<file path="src/rtl/ps2_pkg.sv">
// Shared definitions for the PS/2 scan-code controller.
// Holds the scan-code constants, the prefix FSM state encoding, the 10-bit
// event record layout and small byte classification helpers.
package ps2_pkg;

    localparam logic [7:0] ScPrefixExt = 8'hE0;  // extended-key prefix
    localparam logic [7:0] ScPrefixBrk = 8'hF0;  // key-release prefix
    localparam logic [7:0] ScErr00     = 8'h00;  // keyboard buffer overrun / error
    localparam logic [7:0] ScErrFf     = 8'hFF;  // keyboard error

    typedef enum logic [1:0] {
        StIdle   = 2'd0,
        StExt    = 2'd1,
        StBrk    = 2'd2,
        StExtBrk = 2'd3
    } ps2_state_e;

    // Event record: {ext, brk, code} = 10 bits.
    typedef struct packed {
        logic       ext;
        logic       brk;
        logic [7:0] code;
    } ps2_evt_t;

    localparam int unsigned EvtWidth = $bits(ps2_evt_t);

    function automatic logic is_err_code(input logic [7:0] b);
        return (b == ScErr00) || (b == ScErrFf);
    endfunction

    function automatic logic is_prefix(input logic [7:0] b);
        return (b == ScPrefixExt) || (b == ScPrefixBrk);
    endfunction

endpackage

</file>
<file path="src/rtl/ps2_event_fifo.sv">
// First-word fall-through event FIFO.
// Ports:
//   clk_i, rst_i      clock, synchronous active-high reset
//   push_i, data_i    write request and data
//   pop_i             consume head entry; ignored when empty
//   data_o            head entry, zero when empty
//   valid_o           FIFO non-empty
//   count_o           occupancy, 0..Depth
//   drop_o            push refused because full with no concurrent pop
module ps2_event_fifo #(
    parameter int unsigned Width = 10,
    parameter int unsigned Depth = 4
) (
    input  logic             clk_i,
    input  logic             rst_i,
    input  logic             push_i,
    input  logic [Width-1:0] data_i,
    input  logic             pop_i,
    output logic [Width-1:0] data_o,
    output logic             valid_o,
    output logic [4:0]       count_o,
    output logic             drop_o
);

    localparam int unsigned PtrW = (Depth > 1) ? $clog2(Depth) : 1;

    logic [Width-1:0] mem_q [Depth];
    logic [PtrW-1:0]  wr_ptr_q, wr_ptr_d;
    logic [PtrW-1:0]  rd_ptr_q, rd_ptr_d;
    logic [4:0]       count_q, count_d;
    logic             full, empty, do_push, do_pop;

    assign empty   = (count_q == 5'd0);
    assign full    = (count_q == 5'(Depth));
    assign do_pop  = pop_i && !empty;
    // A pop in the same cycle frees the slot, so a push at full still lands.
    assign do_push = push_i && (!full || do_pop);
    assign drop_o  = push_i && full && !do_pop;

    always_comb begin
        wr_ptr_d = wr_ptr_q;
        rd_ptr_d = rd_ptr_q;
        count_d  = count_q;
        // Depth is a power of two, so pointer overflow wraps modulo Depth.
        if (do_push) wr_ptr_d = wr_ptr_q + 1'b1;
        if (do_pop)  rd_ptr_d = rd_ptr_q + 1'b1;
        unique case ({do_push, do_pop})
            2'b10:   count_d = count_q + 5'd1;
            2'b01:   count_d = count_q - 5'd1;
            default: count_d = count_q;
        endcase
    end

    always_ff @(posedge clk_i) begin
        if (rst_i) begin
            wr_ptr_q <= '0;
            rd_ptr_q <= '0;
            count_q  <= '0;
        end else begin
            wr_ptr_q <= wr_ptr_d;
            rd_ptr_q <= rd_ptr_d;
            count_q  <= count_d;
        end
    end

    // Storage needs no reset: entries are only visible while counted.
    always_ff @(posedge clk_i) begin
        if (do_push) mem_q[wr_ptr_q] <= data_i;
    end

    assign valid_o = !empty;
    assign data_o  = empty ? '0 : mem_q[rd_ptr_q];
    assign count_o = count_q;

endmodule

</file>
<file path="src/rtl/ps2_scancode_ctrl.sv">
// PS/2 scan-code controller: folds E0/F0 prefix bytes into 10-bit key events,
// queues them in an FWFT FIFO and raises a level interrupt while non-empty.
// Ports:
//   clk, reset               clock, synchronous active-high reset
//   rx_valid, rx_data        checked PS/2 byte, one-cycle strobe
//   evt_pop                  consume head event
//   irq_en                   interrupt enable
//   err_clear                clear sticky overflow / proto_err
//   evt_valid, evt_code,
//   evt_ext, evt_break       head event (zero when empty)
//   evt_count                FIFO occupancy
//   irq                      evt_valid & irq_en
//   overflow, proto_err      sticky error flags
module ps2_scancode_ctrl
    import ps2_pkg::*;
#(
    parameter int unsigned FIFO_DEPTH     = 4,
    parameter int unsigned PREFIX_TIMEOUT = 50_000
) (
    input  logic       clk,
    input  logic       reset,
    input  logic       rx_valid,
    input  logic [7:0] rx_data,
    input  logic       evt_pop,
    input  logic       irq_en,
    input  logic       err_clear,
    output logic       evt_valid,
    output logic [7:0] evt_code,
    output logic       evt_ext,
    output logic       evt_break,
    output logic [4:0] evt_count,
    output logic       irq,
    output logic       overflow,
    output logic       proto_err
);

    localparam int unsigned TmoW = $clog2(PREFIX_TIMEOUT + 1);

    ps2_state_e      state_q, state_d;
    logic [TmoW-1:0] tmo_q, tmo_d;
    logic            tmo_expired;

    logic            push_q, push_d;
    ps2_evt_t        push_evt_q, push_evt_d;
    logic            err_set;

    logic            proto_err_q, overflow_q;
    logic            fifo_drop;
    ps2_evt_t        head;

    assign tmo_expired = (state_q != StIdle) && (tmo_q == TmoW'(PREFIX_TIMEOUT - 1));

    // State register
    always_ff @(posedge clk) begin
        if (reset) state_q <= StIdle;
        else       state_q <= state_d;
    end

    // Next-state logic; a received byte takes priority over timeout.
    always_comb begin
        state_d = state_q;
        if (rx_valid) begin
            unique case (state_q)
                StIdle: begin
                    if (rx_data == ScPrefixExt)      state_d = StExt;
                    else if (rx_data == ScPrefixBrk) state_d = StBrk;
                end
                StExt: begin
                    if (rx_data == ScPrefixBrk)      state_d = StExtBrk;
                    else if (rx_data == ScPrefixExt) state_d = StExt;
                    else                             state_d = StIdle;
                end
                StBrk: begin
                    if (rx_data == ScPrefixBrk)      state_d = StBrk;
                    else if (rx_data == ScPrefixExt) state_d = StExt;
                    else                             state_d = StIdle;
                end
                StExtBrk: state_d = StIdle;
                default:  state_d = StIdle;
            endcase
        end else if (tmo_expired) begin
            state_d = StIdle;
        end
    end

    // Outputs: event push request and protocol-error strobe.
    always_comb begin
        push_d          = 1'b0;
        push_evt_d      = '0;
        push_evt_d.code = rx_data;
        err_set         = 1'b0;
        if (rx_valid) begin
            unique case (state_q)
                StIdle: begin
                    if (is_err_code(rx_data)) err_set = 1'b1;
                    else if (!is_prefix(rx_data)) push_d = 1'b1;
                end
                StExt: begin
                    push_evt_d.ext = 1'b1;
                    if (is_err_code(rx_data)) err_set = 1'b1;
                    else if (!is_prefix(rx_data)) push_d = 1'b1;
                end
                StBrk: begin
                    push_evt_d.brk = 1'b1;
                    // E0 after F0 is out of order but still starts an extended code.
                    if (is_err_code(rx_data) || rx_data == ScPrefixExt) err_set = 1'b1;
                    else if (rx_data != ScPrefixBrk) push_d = 1'b1;
                end
                StExtBrk: begin
                    push_evt_d.ext = 1'b1;
                    push_evt_d.brk = 1'b1;
                    if (is_err_code(rx_data) || is_prefix(rx_data)) err_set = 1'b1;
                    else push_d = 1'b1;
                end
                default: err_set = 1'b0;
            endcase
        end else if (tmo_expired) begin
            err_set = 1'b1;
        end
    end

    // Prefix timeout counter runs only while a prefix is pending.
    always_comb begin
        if (rx_valid || state_q == StIdle || tmo_expired) tmo_d = '0;
        else                                               tmo_d = tmo_q + 1'b1;
    end

    always_ff @(posedge clk) begin
        if (reset) begin
            tmo_q       <= '0;
            push_q      <= 1'b0;
            push_evt_q  <= '0;
            proto_err_q <= 1'b0;
            overflow_q  <= 1'b0;
        end else begin
            tmo_q       <= tmo_d;
            push_q      <= push_d;
            push_evt_q  <= push_evt_d;
            // Set wins over a coincident clear.
            proto_err_q <= err_set || (proto_err_q && !err_clear);
            overflow_q  <= fifo_drop || (overflow_q && !err_clear);
        end
    end

    ps2_event_fifo #(
        .Width (EvtWidth),
        .Depth (FIFO_DEPTH)
    ) u_fifo (
        .clk_i   (clk),
        .rst_i   (reset),
        .push_i  (push_q),
        .data_i  (push_evt_q),
        .pop_i   (evt_pop),
        .data_o  (head),
        .valid_o (evt_valid),
        .count_o (evt_count),
        .drop_o  (fifo_drop)
    );

    assign evt_code  = head.code;
    assign evt_ext   = head.ext;
    assign evt_break = head.brk;
    assign irq       = evt_valid && irq_en;
    assign overflow  = overflow_q;
    assign proto_err = proto_err_q;

endmodule

</file>
<file path="config.mk">
export PLATFORM = sky130hd
export DESIGN_NAME = ps2_scancode_ctrl
export DESIGN_NICKNAME = d
export VERILOG_FILES = /design/src/rtl/ps2_pkg.sv /design/src/rtl/ps2_event_fifo.sv /design/src/rtl/ps2_scancode_ctrl.sv
export SDC_FILE = /design/constraint.sdc
export NUM_CORES = 1
export LEC_CHECK = 0
export ABC_CLOCK_PERIOD_IN_PS = 3000
export BUFFER_PORTS_ARGS = -buffer_cell sky130_fd_sc_hd__buf_2
export CORE_MARGIN = 3
export CORE_UTILIZATION = 53
export DETAILED_ROUTE_END_ITERATION = 8
export GPL_TIMING_DRIVEN = 0
export PLACE_DENSITY = 0.82
export SKIP_LAST_GASP = 1
export SYNTH_ARGS = -nofsm -noshare
export SYNTH_HDL_FRONTEND = slang
export SYNTH_SLANG_ARGS = --single-unit
</file>
<file path="constraint.sdc">
create_clock -name clk -period 3 [get_ports clk]
set_input_delay 0.6 -clock clk [delete_from_list [all_inputs] [get_ports clk]]
set_output_delay 0.6 -clock clk [all_outputs]
set_load 0.005 [all_outputs]
</file>
==> results_dict.tcl <==
set metrics [dict create \
    status "completed" \
    io_buffer_count 32 \
    critical_path_buf_inv_count 2 \
    period_share_pct 94.6 \
    async_flop_share_pct 0 \
    antenna_found_initial 0 \
    max-cap-violations 0 \
    reg2regPathDepth 13 \
    yosys.area_share.simple_pct 17.9 \
    synth_compound_area_share_pct 4.72 \
    fin_nets 351 \
    ant_nets 0 \
    power_switching_mw 0.857 \
    cts_root_buf "clkbuf_8" \
    max-slew-margin-rel_pct 60.2 \
    synth_enable_flop_cells 40 \
    syn2layout_area_growth_pct 13.4 \
    cpMostUsedCell "nand3b_1" \
    grtUsageTotal_pct 17.1 \
    pin_count 33 \
    power_density_nw_per_um2 732 \
    holdPathEnd "tmo_q[0]$_SDFF_PP0_" \
    cts_tree "done" \
    period_minus_slack_ns 2.84 \
    ys_types 49 \
    hpwl_mm 4.22 \
    power_frac_clock_pct 22.6 \
    arrival_ns 3.07 \
    drt_iter0_markers 78 \
    routed_via_density 5.33 \
    gr-total-overflow 0 \
    netlist_instances 282 \
    swShare_pct 29.8 \
    num_rows 28 \
    wl_per_cell_um 14.7 \
    critical_path.cell_chain "nor4_4 -> nand3b_1 -> and2_4 -> inv_1 -> ha_2 -> buf_6 -> xor2_1 -> ha_1 -> a21o_1 -> o21ai_1 -> nand3b_1 -> a31oi_1 -> mux2_2" \
    timing.fmax_ghz 0.352 \
    synth_nets 305 \
    synth_top_family_by_area "simple AND/OR/NAND/NOR gates" \
    critPathKind "flop to flop" \
    r2r_setup_slack_ns 0.16 \
    syn_area_sq_um 3470 \
    die_height_um 87.0 \
    internal_power_mw 2.02 \
    syn_area_per_cell_sq_um 12.3 \
    numClockSinks 82 \
    worstReg2RegStart "u_fifo.count_o[0]$_SDFFE_PP0P_" \
    numCtsBuffers 9 \
    start_kind "flop" \
    dominantRegCellSynth "dfxtp_1" \
    grt_max_degree 14 \
    synth-seq-cells 82 \
    fp.coreArea_sq_um 6130 \
    clk_pin_slew_worst_paths_ns 0.08 \
    crit_start "u_fifo.count_o[0]$_SDFFE_PP0P_" \
    grt_pass1_vias 2186 \
    synth-xor-area-share_pct 5.30 \
    min_path_type "flop to flop" \
    num_vias 2173 \
    finClkSkew_ns 0.0105 \
    synth-seq-area-share_pct 58.8 \
    synth_warnings 0 \
    htree_levels 3 \
    place_congestion 0.820 \
    cp_top_family "simple AND/OR/NAND/NOR gates" \
    path_max_fanout 9 \
    peakVddDrop_uv 412 \
    synthMuxAreaShare_pct 7.10 \
    setup_viol 0 \
    clockBufferDepth 2 \
    fill_cells 476 \
    cts_hold_buf 0 \
    clk_latency_ns 0.34 \
    die_x_um 87.0 \
    end_kind "flop" \
    first_pass_iters 4 \
    post-place-cells 389 \
    hold_path.startpoint "tmo_q[0]$_SDFF_PP0_" \
    cp_slowest_cell "dfxtp_4" \
    power.share.sequential_pct 45.6 \
    worstMarginPinSlew_ns 0.597 \
    antenna_cells 0 \
    r2r-end "u_fifo.count_o[4]$_SDFFE_PP0P_" \
    finalHoldViolCount 0 \
    drc_errors 0 \
    pwr-share-comb_pct 31.8 \
    drv_slew 0 \
    drt_wl_total_mm 6.01 \
    start_util_pct 56.7 \
    grt_pass1_wl_mm 9.92 \
    hold_depth 1 \
    slowest_delay_ns 0.37 \
    power_mw 2.88 \
    drive_gt1_share_pct 22.5 \
    p_leak_nw 1.44 \
    synth_fa_ha_area_share_pct 3.24 \
    dieArea_sq_um 7560 \
    cp.required_ns 3.24 \
    final_cells 408 \
]
[cells in the mapped netlist, drive strengths merged (7+ instances only)]
cell / n / area share (%)
mux4: 10 / 6.5
clkbuf: 7 / 0.76
dfxtp: 42 / 24
and2: 13 / 2.3
xnor2: 14 / 3.5
nor2: 34 / 3.7
nand3: 10 / 1.4
xor2: 7 / 1.8
inv: 9 / 0.97
edfxtp: 40 / 35
nor2b: 8 / 1.4
ha: 9 / 3.2
nand2: 12 / 1.3
[per-layer routing]
metal  vias up  track usage (%)  part of all wire [%]
met4         0             6.94                   1.8
met3        10             4.16                   3.5
met5         -                0                     0
met1      1028             20.1                    43
met2        39             30.0                    52
li1       1096                -                     -
[what timing repair did]
action                                 4_1_cts  5_1_grt
resized for setup                            3        9
pin swaps                                    2        3
endpoints found under the hold margin        0        0
buffers inserted                             2        2
setup endpoints to repair                    2        1
[sequential cells by signal, summed over array words and instances (netlist names), named ones only]
name             count
u_fifo.mem_q        40
push_q               1
push_evt_q          10
state_q              2
proto_err            1
u_fifo.count_o       5
u_fifo.rd_ptr_q      2
u_fifo.wr_ptr_q      2
overflow             1
tmo_q               16
[placed cells by master, fill, tap and decap left out, drive strengths merged, types with 4 or more instances in the layout]
cell type  netlist  layout
dfxtp           42      42
buf              5      42
edfxtp          40      40
nor2            34      34
clkbuf           7      17
xnor2           14      14
and2            13      13
nand2           12      12
mux4            10      10
nand3           10      10
inv              9       9
ha               9       9
nor2b            8       8
xor2             7       7
and3             6       6
o21ai            6       6
nand2b           4       4
a21oi            4       4
[cell type report]
type                            instances  area [sq um]  area share, %
Buffer                                 11          73.8           1.87
Clock buffer                           12           135           3.43
Clock inverter                          4          21.3          0.540
Inverter                                9          33.8          0.858
Multi-Input combinational cell        179          1340           34.1
Sequential cell                        82          2050           52.0
Tap cell                               75          93.8           2.38
Timing Repair Buffer                   36           190           4.83
[power groups by stage]
stage	combinational, mW	sequential [mW]	clock (mW)
after floorplan	0.582	1.31	0
after global placement	0.836	1.31	0
after detailed placement	0.865	1.32	0
after CTS	0.915	1.30	0.672
after global routing	1.04	1.32	0.711
final	0.916	1.31	0.652
[kinds of logic (layout without fill, tap and decap cells)]
kind of cell / Yosys count / in the layout
compound gates: 24 / 24
xor+xnor: 21 / 21
fa+ha+maj: 9 / 9
buf+inv: 21 / 72
flops: 82 / 82
mux: 12 / 12
simple gates: 113 / 113
[through the flow]
stage               area, sq um  util (%)  hold WS, ns  TNS [ns]  setup slack (ns)
floorplan                  3470         -        0.417         0            0.0606
global placement           3730      60.8        0.428    -0.243            -0.234
detailed placement         3730      60.8        0.444    -0.359            -0.314
CTS                        3910      63.8        0.455         0            0.0543
global route               3940      64.2        0.469   -0.0460           -0.0460
finish                     3940      64.2        0.447         0             0.161
[worst reg2reg max path, stage by stage, from the launching register on]
cell	delay, ns
dfxtp_4	0.37
nor4_4	0.33
nand3b_1	0.15
and2_4	0.20
inv_1	0.10
ha_2	0.20
buf_6	0.13
xor2_1	0.07
ha_1	0.20
a21o_1	0.18
o21ai_1	0.12
nand3b_1	0.09
a31oi_1	0.21
mux2_2	0.36
[worst max-delay path by stage]
stage                                      to  slack (ns)  cells after the start
6_report       u_fifo.count_o[4]$_SDFFE_PP0P_        0.16                     13
5_1_grt        u_fifo.count_o[4]$_SDFFE_PP0P_       -0.05                     13
4_1_cts        u_fifo.count_o[4]$_SDFFE_PP0P_        0.05                     14
3_5_place_dp   u_fifo.count_o[4]$_SDFFE_PP0P_       -0.31                     14
3_3_place_gp   u_fifo.count_o[4]$_SDFFE_PP0P_       -0.23                     14
2_1_floorplan  u_fifo.count_o[4]$_SDFFE_PP0P_        0.06                     14
No activity file was read; power rests on OpenSTA's default activity.
